File: config.mk
export PLATFORM = sky130hd
export DESIGN_NAME = dsp_simd_addsub_acc_flat
export DESIGN_NICKNAME = d
export VERILOG_FILES = /design/src/rtl/dsp_simd_pkg.sv /design/src/rtl/dsp_simd_addsub_acc_if.sv /design/src/rtl/dsp_simd_lane.sv /design/src/rtl/dsp_simd_addsub_acc.sv /design/src/flat_wrapper.sv
export SDC_FILE = /design/constraint.sdc
export NUM_CORES = 1
export LEC_CHECK = 0
export BUFFER_PORTS_ARGS = -buffer_cell sky130_fd_sc_hd__buf_4
export CAP_MARGIN = 20
export CORE_MARGIN = 4
export CORE_UTILIZATION = 50
export DETAILED_ROUTE_END_ITERATION = 6
export PLACE_DENSITY = 0.79
export SETUP_SLACK_MARGIN = 0.5
export SYNTH_ARGS = -nofsm -noshare
export SYNTH_HDL_FRONTEND = slang
export SYNTH_SLANG_ARGS = --single-unit
File: constraint.sdc
create_clock -name clk -period 9.3 [get_ports clk]
set_input_delay 1.86 -clock clk [delete_from_list [all_inputs] [get_ports clk]]
set_output_delay 1.86 -clock clk [all_outputs]
set_load 0.05 [all_outputs]
File: src/rtl/dsp_simd_pkg.sv
// rtl/dsp_simd_pkg.sv - shared opcode constants for the SIMD add/sub/accumulate datapath
package dsp_simd_pkg;

  localparam logic [1:0] OP_ADD  = 2'b00;
  localparam logic [1:0] OP_SUB  = 2'b01;
  localparam logic [1:0] OP_ACC  = 2'b10;
  localparam logic [1:0] OP_LOAD = 2'b11;

endpackage

File: src/rtl/dsp_simd_addsub_acc_if.sv
// rtl/dsp_simd_addsub_acc_if.sv - transaction/result bundle between a driver and the SIMD datapath
interface dsp_simd_addsub_acc_if #(
  parameter int LANES  = 2,
  parameter int LANE_W = 24,
  parameter int ACC_W  = LANE_W + 8
);

  logic                    in_valid;
  logic [1:0]              op;
  logic [LANES*LANE_W-1:0] a;
  logic [LANES*LANE_W-1:0] b;
  logic                    out_valid;
  logic [LANES*ACC_W-1:0]  out;
  logic [LANES-1:0]        ovf;

  modport master (
    output in_valid, op, a, b,
    input  out_valid, out, ovf
  );

  modport slave (
    input  in_valid, op, a, b,
    output out_valid, out, ovf
  );

endinterface

File: src/rtl/dsp_simd_lane.sv
// rtl/dsp_simd_lane.sv - one lane: stage-1 arithmetic, accumulator, sticky overflow, result pipeline
module dsp_simd_lane
  import dsp_simd_pkg::*;
#(
  parameter int LANE_W  = 24,
  parameter int ACC_W   = LANE_W + 8,
  parameter int LATENCY = 2
) (
  input  logic               clk,
  input  logic               rst,
  input  logic [LATENCY-1:0] stage_en,
  input  logic [1:0]         op,
  input  logic [LANE_W-1:0]  a,
  input  logic [LANE_W-1:0]  b,
  output logic [ACC_W-1:0]   res,
  output logic               ovf
);

  localparam int EXT_W = ACC_W - LANE_W - 1;

  logic [LANE_W:0]  sum_w;
  logic [LANE_W:0]  diff_w;
  logic [ACC_W:0]   acc_sum_w;
  logic [ACC_W-1:0] r_w;
  logic [ACC_W-1:0] acc_q, acc_d;
  logic             ovf_q, ovf_d;
  logic [ACC_W-1:0] pipe_q [LATENCY];
  logic [ACC_W-1:0] pipe_d [LATENCY];

  always_comb begin
    sum_w     = {1'b0, a} + {1'b0, b};
    diff_w    = {1'b0, a} - {1'b0, b};
    acc_sum_w = {1'b0, acc_q} + {{(EXT_W + 1){1'b0}}, sum_w};
    r_w       = '0;
    acc_d     = acc_q;
    ovf_d     = ovf_q;
    if (stage_en[0]) begin
      case (op)
        OP_ADD: r_w = {{EXT_W{1'b0}}, sum_w};
        OP_SUB: r_w = {{EXT_W{diff_w[LANE_W]}}, diff_w};
        OP_ACC: begin
          acc_d = acc_sum_w[ACC_W-1:0];
          ovf_d = ovf_q | acc_sum_w[ACC_W];
          r_w   = acc_sum_w[ACC_W-1:0];
        end
        default: begin
          acc_d = {{EXT_W{1'b0}}, sum_w};
          ovf_d = 1'b0;
          r_w   = {{EXT_W{1'b0}}, sum_w};
        end
      endcase
    end
  end

  // Each stage only loads when its valid bit moves in, so the last stage holds the last result.
  always_comb begin
    for (int i = 0; i < LATENCY; i++) begin
      pipe_d[i] = pipe_q[i];
    end
    if (stage_en[0]) begin
      pipe_d[0] = r_w;
    end
    for (int i = 1; i < LATENCY; i++) begin
      if (stage_en[i]) begin
        pipe_d[i] = pipe_q[i-1];
      end
    end
  end

  always_ff @(posedge clk) begin
    if (rst) begin
      acc_q <= '0;
      ovf_q <= 1'b0;
      for (int i = 0; i < LATENCY; i++) begin
        pipe_q[i] <= '0;
      end
    end else begin
      acc_q <= acc_d;
      ovf_q <= ovf_d;
      for (int i = 0; i < LATENCY; i++) begin
        pipe_q[i] <= pipe_d[i];
      end
    end
  end

  assign res = pipe_q[LATENCY-1];
  assign ovf = ovf_q;

endmodule

File: src/rtl/dsp_simd_addsub_acc.sv
// rtl/dsp_simd_addsub_acc.sv - LANES-wide unsigned add/sub/accumulate/load with shared valid pipeline
module dsp_simd_addsub_acc
  import dsp_simd_pkg::*;
#(
  parameter int LANES   = 2,
  parameter int LANE_W  = 24,
  parameter int ACC_W   = LANE_W + 8,
  parameter int LATENCY = 2
) (
  input  logic                 clk,
  input  logic                 rst,
  dsp_simd_addsub_acc_if.slave bus
);

  logic [LATENCY-1:0]     vld_q, vld_d;
  logic [LANES*ACC_W-1:0] out_w;
  logic [LANES-1:0]       ovf_w;

  // vld_d doubles as the per-stage load enable handed to every lane.
  always_comb begin
    vld_d[0] = bus.in_valid;
    for (int i = 1; i < LATENCY; i++) begin
      vld_d[i] = vld_q[i-1];
    end
  end

  always_ff @(posedge clk) begin
    if (rst) begin
      vld_q <= '0;
    end else begin
      vld_q <= vld_d;
    end
  end

  for (genvar k = 0; k < LANES; k++) begin : g_lane
    dsp_simd_lane #(
      .LANE_W  (LANE_W),
      .ACC_W   (ACC_W),
      .LATENCY (LATENCY)
    ) u_lane (
      .clk      (clk),
      .rst      (rst),
      .stage_en (vld_d),
      .op       (bus.op),
      .a        (bus.a[k*LANE_W +: LANE_W]),
      .b        (bus.b[k*LANE_W +: LANE_W]),
      .res      (out_w[k*ACC_W +: ACC_W]),
      .ovf      (ovf_w[k])
    );
  end

  assign bus.out       = out_w;
  assign bus.out_valid = vld_q[LATENCY-1];
  assign bus.ovf       = ovf_w;

endmodule

File: src/flat_wrapper.sv
// flat-port wrapper written by rule: the top's interface ports become plain ports
module dsp_simd_addsub_acc_flat import dsp_simd_pkg::*;
#(
  parameter int LANES   = 2,
  parameter int LANE_W  = 24,
  parameter int ACC_W   = LANE_W + 8,
  parameter int LATENCY = 2
)
  (clk, rst, bus_in_valid, bus_op, bus_a, bus_b, bus_out_valid, bus_out, bus_ovf);
  dsp_simd_addsub_acc_if #(.LANES(LANES), .LANE_W(LANE_W), .ACC_W(ACC_W)) bus_i ();
  input  logic clk;
  input  logic rst;
  input wire logic [$bits(bus_i.in_valid)-1:0] bus_in_valid;
  input wire logic [$bits(bus_i.op)-1:0] bus_op;
  input wire logic [$bits(bus_i.a)-1:0] bus_a;
  input wire logic [$bits(bus_i.b)-1:0] bus_b;
  output wire logic [$bits(bus_i.out_valid)-1:0] bus_out_valid;
  output wire logic [$bits(bus_i.out)-1:0] bus_out;
  output wire logic [$bits(bus_i.ovf)-1:0] bus_ovf;
  assign bus_i.in_valid = bus_in_valid;
  assign bus_i.op = bus_op;
  assign bus_i.a = bus_a;
  assign bus_i.b = bus_b;
  assign bus_out_valid = bus_i.out_valid;
  assign bus_out = bus_i.out;
  assign bus_ovf = bus_i.ovf;
  dsp_simd_addsub_acc #(.LANES(LANES), .LANE_W(LANE_W), .ACC_W(ACC_W), .LATENCY(LATENCY)) u_core (.clk(clk), .rst(rst), .bus(bus_i));
endmodule
After elaboration in Yosys (flattened, before gate mapping). Memory sizes are Yosys's and may differ from the RTL's. Cells that the tools add are included.

Flip-flop bits (word level): 68. RAM bits: 128. Bits of input ports: 101. Word-level logic and storage cells: 42. Memories kept: 2.

Memory list: u_core.g_lane[0].u_lane.pipe_q (depth 2, width 32, read ports 2, clocked after Yosys merged registers in 0, write ports 2, line dsp_simd_lane.sv:27) `logic [ACC_W-1:0] pipe_q [LATENCY];`; u_core.g_lane[1].u_lane.pipe_q (depth 2, width 32, read ports 2, clocked after Yosys merged registers in 0, write ports 2, line dsp_simd_lane.sv:27).

Add/subtract/negate cells: 6. Equality and inequality tests: 2. Mux-type cells: 17. Bitwise operators: 7. Reductions and logical operators: 3.

Operator list (count): 32-bit 2-to-1 mux (8); 32-bit one-hot mux with 2 select lines (4); 32-bit by 25-bit adder with 33-bit output (2); 24-bit by 24-bit adder with 25-bit output (2); 24-bit by 24-bit subtractor with 25-bit output (2); 1-bit bitwise OR (6); 1-bit one-hot mux with 2 select lines (2); 1-bit 2-to-1 mux (3); 2-bit by 1-bit equality test with 1-bit output, second input constant (1); 2-bit equality test, second input constant (1); 2-bit logical NOT (1); 2-bit AND reduction (1); 2-bit OR reduction (1); 1-bit inverter (1).

Logic depth before layout (Yosys ltp). Gate-level depths: netlist of run 1.

Depth after elaboration: 5. Mapped depth: 21. Depth with buffers taken out: 20.

Cells and area by module. From an unflattened synthesis of run 1, not the netlist that was laid out.

Cells, all modules: 2247. Area total of the unflattened synthesis: 17071.4 sq um.

By module, submodules not included: dsp_simd_lane (u_core.g_lane[0].u_lane) (instances 1, cells an instance 1138, area each 8577.0 sq um); dsp_simd_lane (u_core.g_lane[1].u_lane) (instances 1, cells an instance 1105, area each 8441.8 sq um); dsp_simd_addsub_acc (instances 1, cells an instance 4, area each 52.6 sq um).

Least setup slack after synthesis of run 1. No wires, ideal clock.

Path kind: input -> register. Start: input bus_b[24]. End: memory u_core.g_lane[1].u_lane.pipe_q[0][23] (netlist name). Data arrival time: 5.466 ns. Path slack: 3.700 ns. Stages: 20. Path buffers: 0. Path through: ha_1 -> inv_1 -> fa_1 -> nor2_1 -> o21a_1 -> a21o_1 -> o22ai_1 -> o31ai_1 -> xor2_1 -> inv_1 -> ha_1 -> a21o_1 -> a211o_1 -> nor3_1 -> o311ai_0 -> a31oi_1 -> a21oi_1 -> xor2_1 -> a311oi_1 -> a211oi_1.

RTL lines: start, declared (line flat_wrapper.sv:16) `input wire logic [$bits(bus_i.b)-1:0] bus_b;`; end, declared (line dsp_simd_lane.sv:27).

Worst setup path in the final report of run 1.
Start: input bus_b[0]. End: register u_core.g_lane[0].u_lane.acc_q[29].

Word-level cells in the longest chain between the ends: 3.

Ends and longest elaborated chain: 24-bit by 24-bit adder with 25-bit output (line dsp_simd_lane.sv:31) `sum_w = {1'b0, a} + {1'b0, b};`; 32-bit by 25-bit adder with 33-bit output (line dsp_simd_lane.sv:33) `acc_sum_w = {1'b0, acc_q} + {{(EXT_W + 1){1'b0}}, sum_w};`; 32-bit one-hot mux with 2 select lines (line dsp_simd_lane.sv:38) `case (op)`; end signal, assigned (line dsp_simd_lane.sv:72) `acc_q <= '0;`; end signal, assigned (line dsp_simd_lane.sv:78) `acc_q <= acc_d;`; end, declared (line dsp_simd_lane.sv:25) `logic [ACC_W-1:0] acc_q, acc_d;`.

Every way passes these cells. A chain may end at the register's enable or synchronous reset.

==> results of run 1 <==
metrics by stage:
step	util	hold slack (ns)	setup slack, ns	cell area, um^2	power, mW
after detailed placement	0.537	0.450	2.79	16900	2.06
after global placement	0.537	0.439	2.93	16900	2.03
final	0.557	0.463	3.15	17600	2.85
after floorplan	-	0.425	3.70	16000	1.78
after global routing	0.557	0.485	2.80	17600	3.00
after CTS	0.557	0.467	3.21	17600	2.83
worst paths after layout:
check,startpoint,end,slack [ns],depth (start not counted)
hold / removal,u_core.g_lane[1].u_lane.pipe_q[0][25]$_SDFFE_PP0P_,u_core.g_lane[1].u_lane.pipe_q[0][25]$_SDFFE_PP0P_,0.46,2
setup reg to reg,u_core.g_lane[1].u_lane.acc_q[0]$_SDFFE_PP0P_,u_core.g_lane[1].u_lane.pipe_q[0][30]$_SDFFE_PP0P_,5.91,12
setup / recovery,bus_b[0],u_core.g_lane[0].u_lane.acc_q[29]$_SDFFE_PP0P_,3.15,19
hold reg to reg,u_core.g_lane[1].u_lane.pipe_q[0][25]$_SDFFE_PP0P_,u_core.g_lane[1].u_lane.pipe_q[0][25]$_SDFFE_PP0P_,0.46,2
where the power goes:
group,switching (mW),total [mW],internal [mW]
Sequential,0.0441,0.937,0.893
Clock,0.367,0.779,0.412
Combinational,0.693,1.13,0.441
worst max-delay path, cell delays in order:
cell and delay (ns):
buf_4 0.12, ha_1 0.22, fa_1 0.41, nor2b_1 0.17, o211ai_1 0.32, a311oi_2 0.24
a211oi_2 0.44, nor2_1 0.11, xnor2_1 0.18, ha_1 0.38, and2_1 0.21, and3_1 0.22
nand2_1 0.07, a21oi_1 0.17, o21ai_0 0.26, o211ai_2 0.46, nand3_1 0.18, or3_1 0.34
a21oi_1 0.15
cell families after synthesis:
family / Yosys count / synth area share
adders and majority gates: 158 / 0.126
and+or+nand+nor: 614 / 0.175
muxes: 74 / 0.0462
xor gates and xnor gates: 121 / 0.0666
AOI/OAI and AO/OA: 611 / 0.254
buffers and inverters: 301 / 0.0879
DFF: 196 / 0.245
area by class of cell:
type	count	area (um^2)	share of cell area
clock buffer	18	429	0.0244
clock inverter	14	184	0.0105
inverter	126	473	0.0269
multi-input combinational	1578	10700	0.609
sequential	196	3930	0.223
tap	402	503	0.0286
timing repair buffer	179	1360	0.0775
layer usage:
layer,vias up,wire (um),global-route usage
met5,-,0,0
met4,0,820,0.0626
met2,722,19300,0.373
met3,64,4280,0.0541
li1,7363,-,-
met1,7145,21200,0.366
state kept, by name, indices dropped and copies added, names as in the netlist:
register / cells
u_core.vld_q: 2
u_core.g_lane.u_lane.pipe_q: 128
u_core.g_lane.u_lane.ovf: 2
u_core.g_lane.u_lane.acc_q: 64
placed cells by master, fill, tap and decap left out, drive strengths merged, types with 37 or more instances in the layout:
| cell | netlist | final |
|---|---|---|
| nand3 | 37 | 37 |
| a21oi | 183 | 183 |
| nand2 | 147 | 147 |
| dfxtp | 196 | 196 |
| inv | 126 | 134 |
| buf | 94 | 179 |
| ha | 152 | 152 |
| o21ai | 94 | 94 |
| nor2 | 242 | 242 |
| xnor2 | 86 | 86 |
| a211oi | 39 | 39 |
| nor3 | 50 | 50 |
| mux2i | 74 | 74 |
==> qor.json, run 1 <==
{
  "clocking": {
    "cts-resized-gates": 0,
    "cts_inserted_buffers": 17,
    "postCtsSetupBuffers": 0,
    "cts_tree": "yes",
    "path_clk_slew_ns": 0.08,
    "holdBufCountCts": 0,
    "cts_root_buffer": "clkbuf_16",
    "clock_sinks": 196,
    "clk_latency_ns": 0.45,
    "ctsLongestPathBuffers": 2,
    "cts-htree-levels": 4
  },
  "timing": {
    "min_period_ns": 6.15,
    "worst_relative_slew_slack": 0.224,
    "final_min_period_over_clock_period": 0.662,
    "finalSetupViolCount": 0,
    "number_of_pins_exceeding_their_max_slew_limit_in_the_final_report": 0,
    "grt_setup_unrepaired": "false",
    "fin_tns_setup_ns": 0,
    "finalHoldViolations": 0,
    "worstMarginPinSlew_ns": 1.16,
    "fin_skew_ns": 0.0143,
    "fmaxAchievable_mhz": 162
  },
  "logic_synthesis": {
    "synth.yosys.warnings": 0,
    "yosys-top-cells-area": "dfxtp_1 (24%), ha_1 (12%), a21oi_1 (5.7%)",
    "synth_top_flop_cell": "dfxtp_1",
    "post_synth_num_cell_types": 79,
    "synth.avg_cell_area_um2": 7.73,
    "synth-async-reset-ratio": 0,
    "synth_top_area_share": 0.245,
    "synthesis.instances": 2075,
    "seq_total_area_yosys": 0.245,
    "syn-num-nets": 2334,
    "postSynthRegisterBits": 196,
    "count_of_flip_flops_with_a_built_in_enable_after_synthesis": 0,
    "synthMostInstantiatedCell": "nor2_1",
    "yosysTopAreaCell": "dfxtp_1",
    "yosys-top-cells-count": "nor2_1 (242), dfxtp_1 (196), a21oi_1 (182)",
    "syn_area_um2": 16000
  },
  "drt": {
    "drtAntennaViolNets": 0,
    "route.vias.total": 15300,
    "routed_wl_um": 45600,
    "detailedRoute.firstPassIterationCount": 5,
    "wl_per_cell_um": 18.2,
    "viasPerCell": 6.09,
    "drc": 0,
    "first_iter_violations": 1470
  },
  "setup_path": {
    "critPathMaxFanout": 9,
    "required_ns": 9.67,
    "timing.critical_path.from_type": "primary input",
    "critical_path_arrival_ns": 6.53,
    "critical_path_class": "in2reg",
    "timing.critical_path.to_type": "flip-flop"
  },
  "global_routing": {
    "number_of_antenna_violations_at_the_first_check_in_global_routing": 0,
    "grtUsageTotal": 0.250,
    "grt_pass1_vias": 14400,
    "largest_net_degree_at_the_start_of_global_routing": 84,
    "grt_pass1_wl_um": 73700,
    "grt_overflow_total": 0
  },
  "layout": {
    "drive_above_1_share": 0.111,
    "final_cells": 2513,
    "fill_cell_instance_count_of_the_final_layout": 2914,
    "nNetsFinal": 2357,
    "area_overhead_vs_synth_pct": 9.69,
    "antennaDiodeCount": 0
  },
  "placed_design": {
    "finalWeightedCongestion": 0.934,
    "port_buffers": 167,
    "dpl.hpwl_um": 34100,
    "numPlacedInstances": 2480
  },
  "floorplan": {
    "coreArea_um2": 31600,
    "die-area_um2": 35000,
    "die_h_um": 187,
    "die_width_um": 187,
    "design.portCount": 168,
    "effective_utilization_at_floorplan": 0.508,
    "rows": 65
  },
  "job": {
    "max-cap-violations": 0
  },
  "pwr": {
    "p_per_area_nw_per_um2": 162,
    "vdd.ir_drop.worst_mv": 0.129,
    "cellLeakagePower_nw": 7.70
  },
  "min_path": {
    "holdCritPathClass": "reg2reg"
  },
  "status": {
    "run_status": "finished, final reports clean"
  }
}
(Power assumes the default switching activity.)
==> inputs of run 2 (changes only) <==
--- a/config.mk
+++ b/config.mk
@@ -5,6 +5,7 @@
 export SDC_FILE = /design/constraint.sdc
 export NUM_CORES = 1
 export LEC_CHECK = 0
+export ABC_AREA = 1
 export BUFFER_PORTS_ARGS = -buffer_cell sky130_fd_sc_hd__buf_4
 export CAP_MARGIN = 20
 export CORE_MARGIN = 4
==> constraint.sdc (replaced) <==
create_clock -name clk -period 6.45 [get_ports clk]
set_input_delay 1.29 -clock clk [delete_from_list [all_inputs] [get_ports clk]]
set_output_delay 1.29 -clock clk [all_outputs]
set_load 0.05 [all_outputs]
==> run 2 against run 1 <==
Effect of this change:
- sequential share of layout area is 4.4 points lower
- routed wire length is 57% higher
- power rose by 60%
- via count grew 46%
- final cell count increased by 67%
- cell area up 25%
- count of clock-buffer cells in the layout stayed put
- global-route usage rose by 6.5 points
- first-iteration DRC count rose by 30%
==> qor.json, run 2 <==
{
  "drt": {
    "drtAntennaViolNets": 0,
    "routed_wl_um": 71600,
    "first_iter_violations": 1916,
    "detailedRoute.firstPassIterationCount": 7,
    "wl_per_cell_um": 17.1,
    "viasPerCell": 5.33,
    "drc": 0,
    "route.vias.total": 22300
  },
  "pwr": {
    "cellLeakagePower_nw": 12.3,
    "p_per_area_nw_per_um2": 208,
    "vdd.ir_drop.worst_mv": 0.189
  },
  "placed_design": {
    "post_dp_cell_area_um2": 21300,
    "dpl.hpwl_um": 57300,
    "port_buffers": 167,
    "finalWeightedCongestion": 1.05,
    "numPlacedInstances": 4155
  },
  "logic_synthesis": {
    "seq_total_area_yosys": 0.193,
    "synth_top_area_share": 0.219,
    "yosys-top-cells-count": "nand2_1 (1185), inv_1 (597), nor2_1 (420)",
    "syn_area_um2": 20300,
    "synth.yosys.warnings": 0,
    "count_of_flip_flops_with_a_built_in_enable_after_synthesis": 0,
    "synth.avg_cell_area_um2": 5.60,
    "synthMostInstantiatedCell": "nand2_1",
    "post_synth_num_cell_types": 58,
    "yosysTopAreaCell": "nand2_1",
    "postSynthRegisterBits": 196,
    "synth_top_flop_cell": "dfxtp_1",
    "yosys-top-cells-area": "nand2_1 (22%), dfxtp_1 (19%), inv_1 (11%)",
    "synthesis.instances": 3627,
    "synth-async-reset-ratio": 0,
    "syn-num-nets": 3886
  },
  "setup_path": {
    "worstSetupPathDepth": 24,
    "timing.critical_path.slowest_cell_delay_ns": 0.45,
    "cp_cell_sequence": "buf_4 > inv_1 > ha_1 > inv_1 > nand2_1 > nand2_1 > a21oi_1 > nand3_1 > nand2_1 > nand3_1 > and2_1 > ha_1 > nand2_1 > nor2_1 > nand2_1 > nor2_1 > nand2_1 > nand4_1 > nand3_1 > nand2_1 > nand2_1 > nand3_1 > nand2_1 > inv_1",
    "path_common_cell": "nand2_1",
    "critical_path_arrival_ns": 5.06,
    "worstSetupStartpoint": "bus_b[34]",
    "setup.worst_path.end": "u_core.g_lane[1].u_lane.pipe_q[0][23]$_SDFFE_PP0P_",
    "setup.reg_to_reg.worst_slack_ns": 3.87,
    "rr_startpoint": "u_core.g_lane[1].u_lane.acc_q[0]$_SDFFE_PP0P_",
    "timing.critical_path.from_type": "primary input",
    "regToRegEndpoint": "u_core.g_lane[1].u_lane.pipe_q[0][28]$_SDFFE_PP0P_",
    "required_ns": 6.86,
    "timing.critical_path.to_type": "flip-flop",
    "critPathMaxFanout": 8,
    "cpLargestDelayFamily": "simple AND/OR/NAND/NOR gates",
    "critical_path.n_buffers_inverters": 4,
    "slowest_library_cell_on_the_worst_path": "ha_1",
    "reg2regPathDepth": 17,
    "critical_path_class": "in2reg"
  },
  "global_routing": {
    "grt_overflow_total": 0,
    "largest_net_degree_at_the_start_of_global_routing": 99,
    "grt_pass1_vias": 20800,
    "grtUsageTotal": 0.314,
    "number_of_antenna_violations_at_the_first_check_in_global_routing": 0,
    "grt_pass1_wl_um": 111000
  },
  "timing": {
    "worstMarginPinSlew_ns": 0.972,
    "finalHoldWorstSlack_ns": 0.466,
    "fmaxAchievable_mhz": 215,
    "min_period_ns": 4.65,
    "worst_relative_slew_slack": 0.352,
    "grt_setup_unrepaired": "false",
    "fin_tns_setup_ns": 0,
    "number_of_pins_exceeding_their_max_slew_limit_in_the_final_report": 0,
    "finalSetupViolCount": 0,
    "fin_skew_ns": 0.0181,
    "final_min_period_over_clock_period": 0.721,
    "finalHoldViolations": 0
  },
  "clocking": {
    "cts-resized-gates": 0,
    "cts_root_buffer": "clkbuf_16",
    "cts_tree": "yes",
    "cts_inserted_buffers": 17,
    "ctsLongestPathBuffers": 2,
    "holdBufCountCts": 0,
    "clk_latency_ns": 0.47,
    "path_clk_slew_ns": 0.08,
    "clock_sinks": 196,
    "cts-htree-levels": 4,
    "postCtsSetupBuffers": 0
  },
  "layout": {
    "most_frequent_standard_cell_in_the_layout_excluding_fill_and_tap_cells": "nand2_1",
    "largest_register": "u_core.g_lane.u_lane.pipe_q",
    "final_cells": 4187,
    "drive_above_1_share": 0.0770,
    "largest_register_ff_count": 128,
    "antennaDiodeCount": 0,
    "area_overhead_vs_synth_pct": 8.03,
    "mostFrequentLayoutCells": "nand2_1 (1185), inv_1 (595), nor2_1 (419)",
    "nNetsFinal": 3908,
    "layout.cell_area.non_filler_um2": 21900,
    "reg.largest.list": "u_core.g_lane.u_lane.pipe_q: 128 flops, u_core.g_lane.u_lane.acc_q: 64 flops"
  },
  "floorplan": {
    "die_h_um": 209,
    "design.portCount": 168,
    "die_width_um": 209,
    "coreArea_um2": 39900,
    "die-area_um2": 43900,
    "rows": 73,
    "effective_utilization_at_floorplan": 0.509
  },
  "min_path": {
    "holdCritPathClass": "reg2reg",
    "holdPathStages": 2,
    "min-delay-start": "u_core.g_lane[0].u_lane.pipe_q[0][25]$_SDFFE_PP0P_"
  },
  "status": {
    "run_status": "finished, final reports clean"
  },
  "job": {
    "max-cap-violations": 0
  }
}
## run 2: cell types whose count changed after synthesis, moves of 28 or more
cell / previous run / this run
nand3_1: 37 / 251
inv_1: 126 / 597
nand2b_1: 29 / 1
o21ai_0: 93 / 174
mux2i_1: 74 / 0
a311oi_1: 28 / 0
a21o_1: 35 / 5
a211oi_1: 38 / 1
xnor2_1: 85 / 2
nor2_1: 242 / 420
nand4_1: 16 / 54
nand2_1: 147 / 1185
## run 2: stage by stage
stage	power [mW]	util	setup WS [ns]
5_1_grt	4.85	0.549	1.52
6_report	4.56	0.549	1.80
4_1_cts	4.54	0.549	1.88
3_5_place_dp	3.39	0.534	1.39
3_3_place_gp	3.39	0.533	1.37
2_1_floorplan	2.83	-	2.41
## run 2: how the worst min path moves through the flow
| stage | endpoint | slack (ns) |
|---|---|---|
| after global routing | u_core.g_lane[0].u_lane.pipe_q[0][25]$_SDFFE_PP0P_ | 0.48 |
| after detailed placement | u_core.g_lane[0].u_lane.pipe_q[0][25]$_SDFFE_PP0P_ | 0.46 |
| final | u_core.g_lane[0].u_lane.pipe_q[0][25]$_SDFFE_PP0P_ | 0.47 |
| after global placement | u_core.g_lane[0].u_lane.pipe_q[0][31]$_SDFFE_PP0P_ | 0.46 |
| after floorplan | u_core.g_lane[0].u_lane.ovf$_SDFFE_PP0P_ | 0.44 |
| after CTS | u_core.g_lane[0].u_lane.pipe_q[0][25]$_SDFFE_PP0P_ | 0.47 |
## run 2: cell type report
cell class	instances	area [um^2]
multi-input cells	2646	13100
fillers	4298	18000
repair buffers	180	1360
clock buffers	18	429
clock inverters	14	188
well taps	525	657
flip-flops and latches	196	3930
inverters	608	2290
## run 2: worst reg2reg max path, cell delays in order, from the launching register on
cell and delay [ns]:
dfxtp_1 0.34, ha_1 0.20, inv_1 0.07, fa_1 0.42, inv_1 0.12, nand2_1 0.08
nand2_1 0.08, nand3_1 0.09, nand2_1 0.23, nand2_1 0.08, nand2_1 0.18, nand2_1 0.10
nand2_1 0.09, nand2_1 0.05, nand3_1 0.09, nand2_1 0.06, nand2_1 0.06, a21oi_1 0.07
## run 2: report_power, final
group | leakage (nW) | switching (mW) | total [mW] | internal [mW]
Sequential | 1.61 | 0.0776 | 1.38 | 1.31
Clock | 0.305 | 0.558 | 1.15 | 0.595
Combinational | 10.4 | 1.40 | 2.03 | 0.628
## run 2: logic make-up after synthesis
| logic type | after synthesis | synth area share |
|---|---|---|
| buf+inv | 785 | 0.163 |
| simple gates | 2017 | 0.410 |
| fa+ha+maj | 158 | 0.0996 |
| flops | 196 | 0.193 |
| xor+xnor | 24 | 0.0118 |
| compound gates | 447 | 0.123 |
## run 2: routing by layer
| metal | GRT usage | share of wire | up-vias |
|---|---|---|---|
| met1 | 0.370 | 0.40 | 10000 |
| met4 | 0.194 | 0.072 | 0 |
| met3 | 0.0317 | 0.052 | 219 |
| met5 | 0 | 0 | - |
| li1 | - | - | 11300 |
| met2 | 0.550 | 0.48 | 808 |
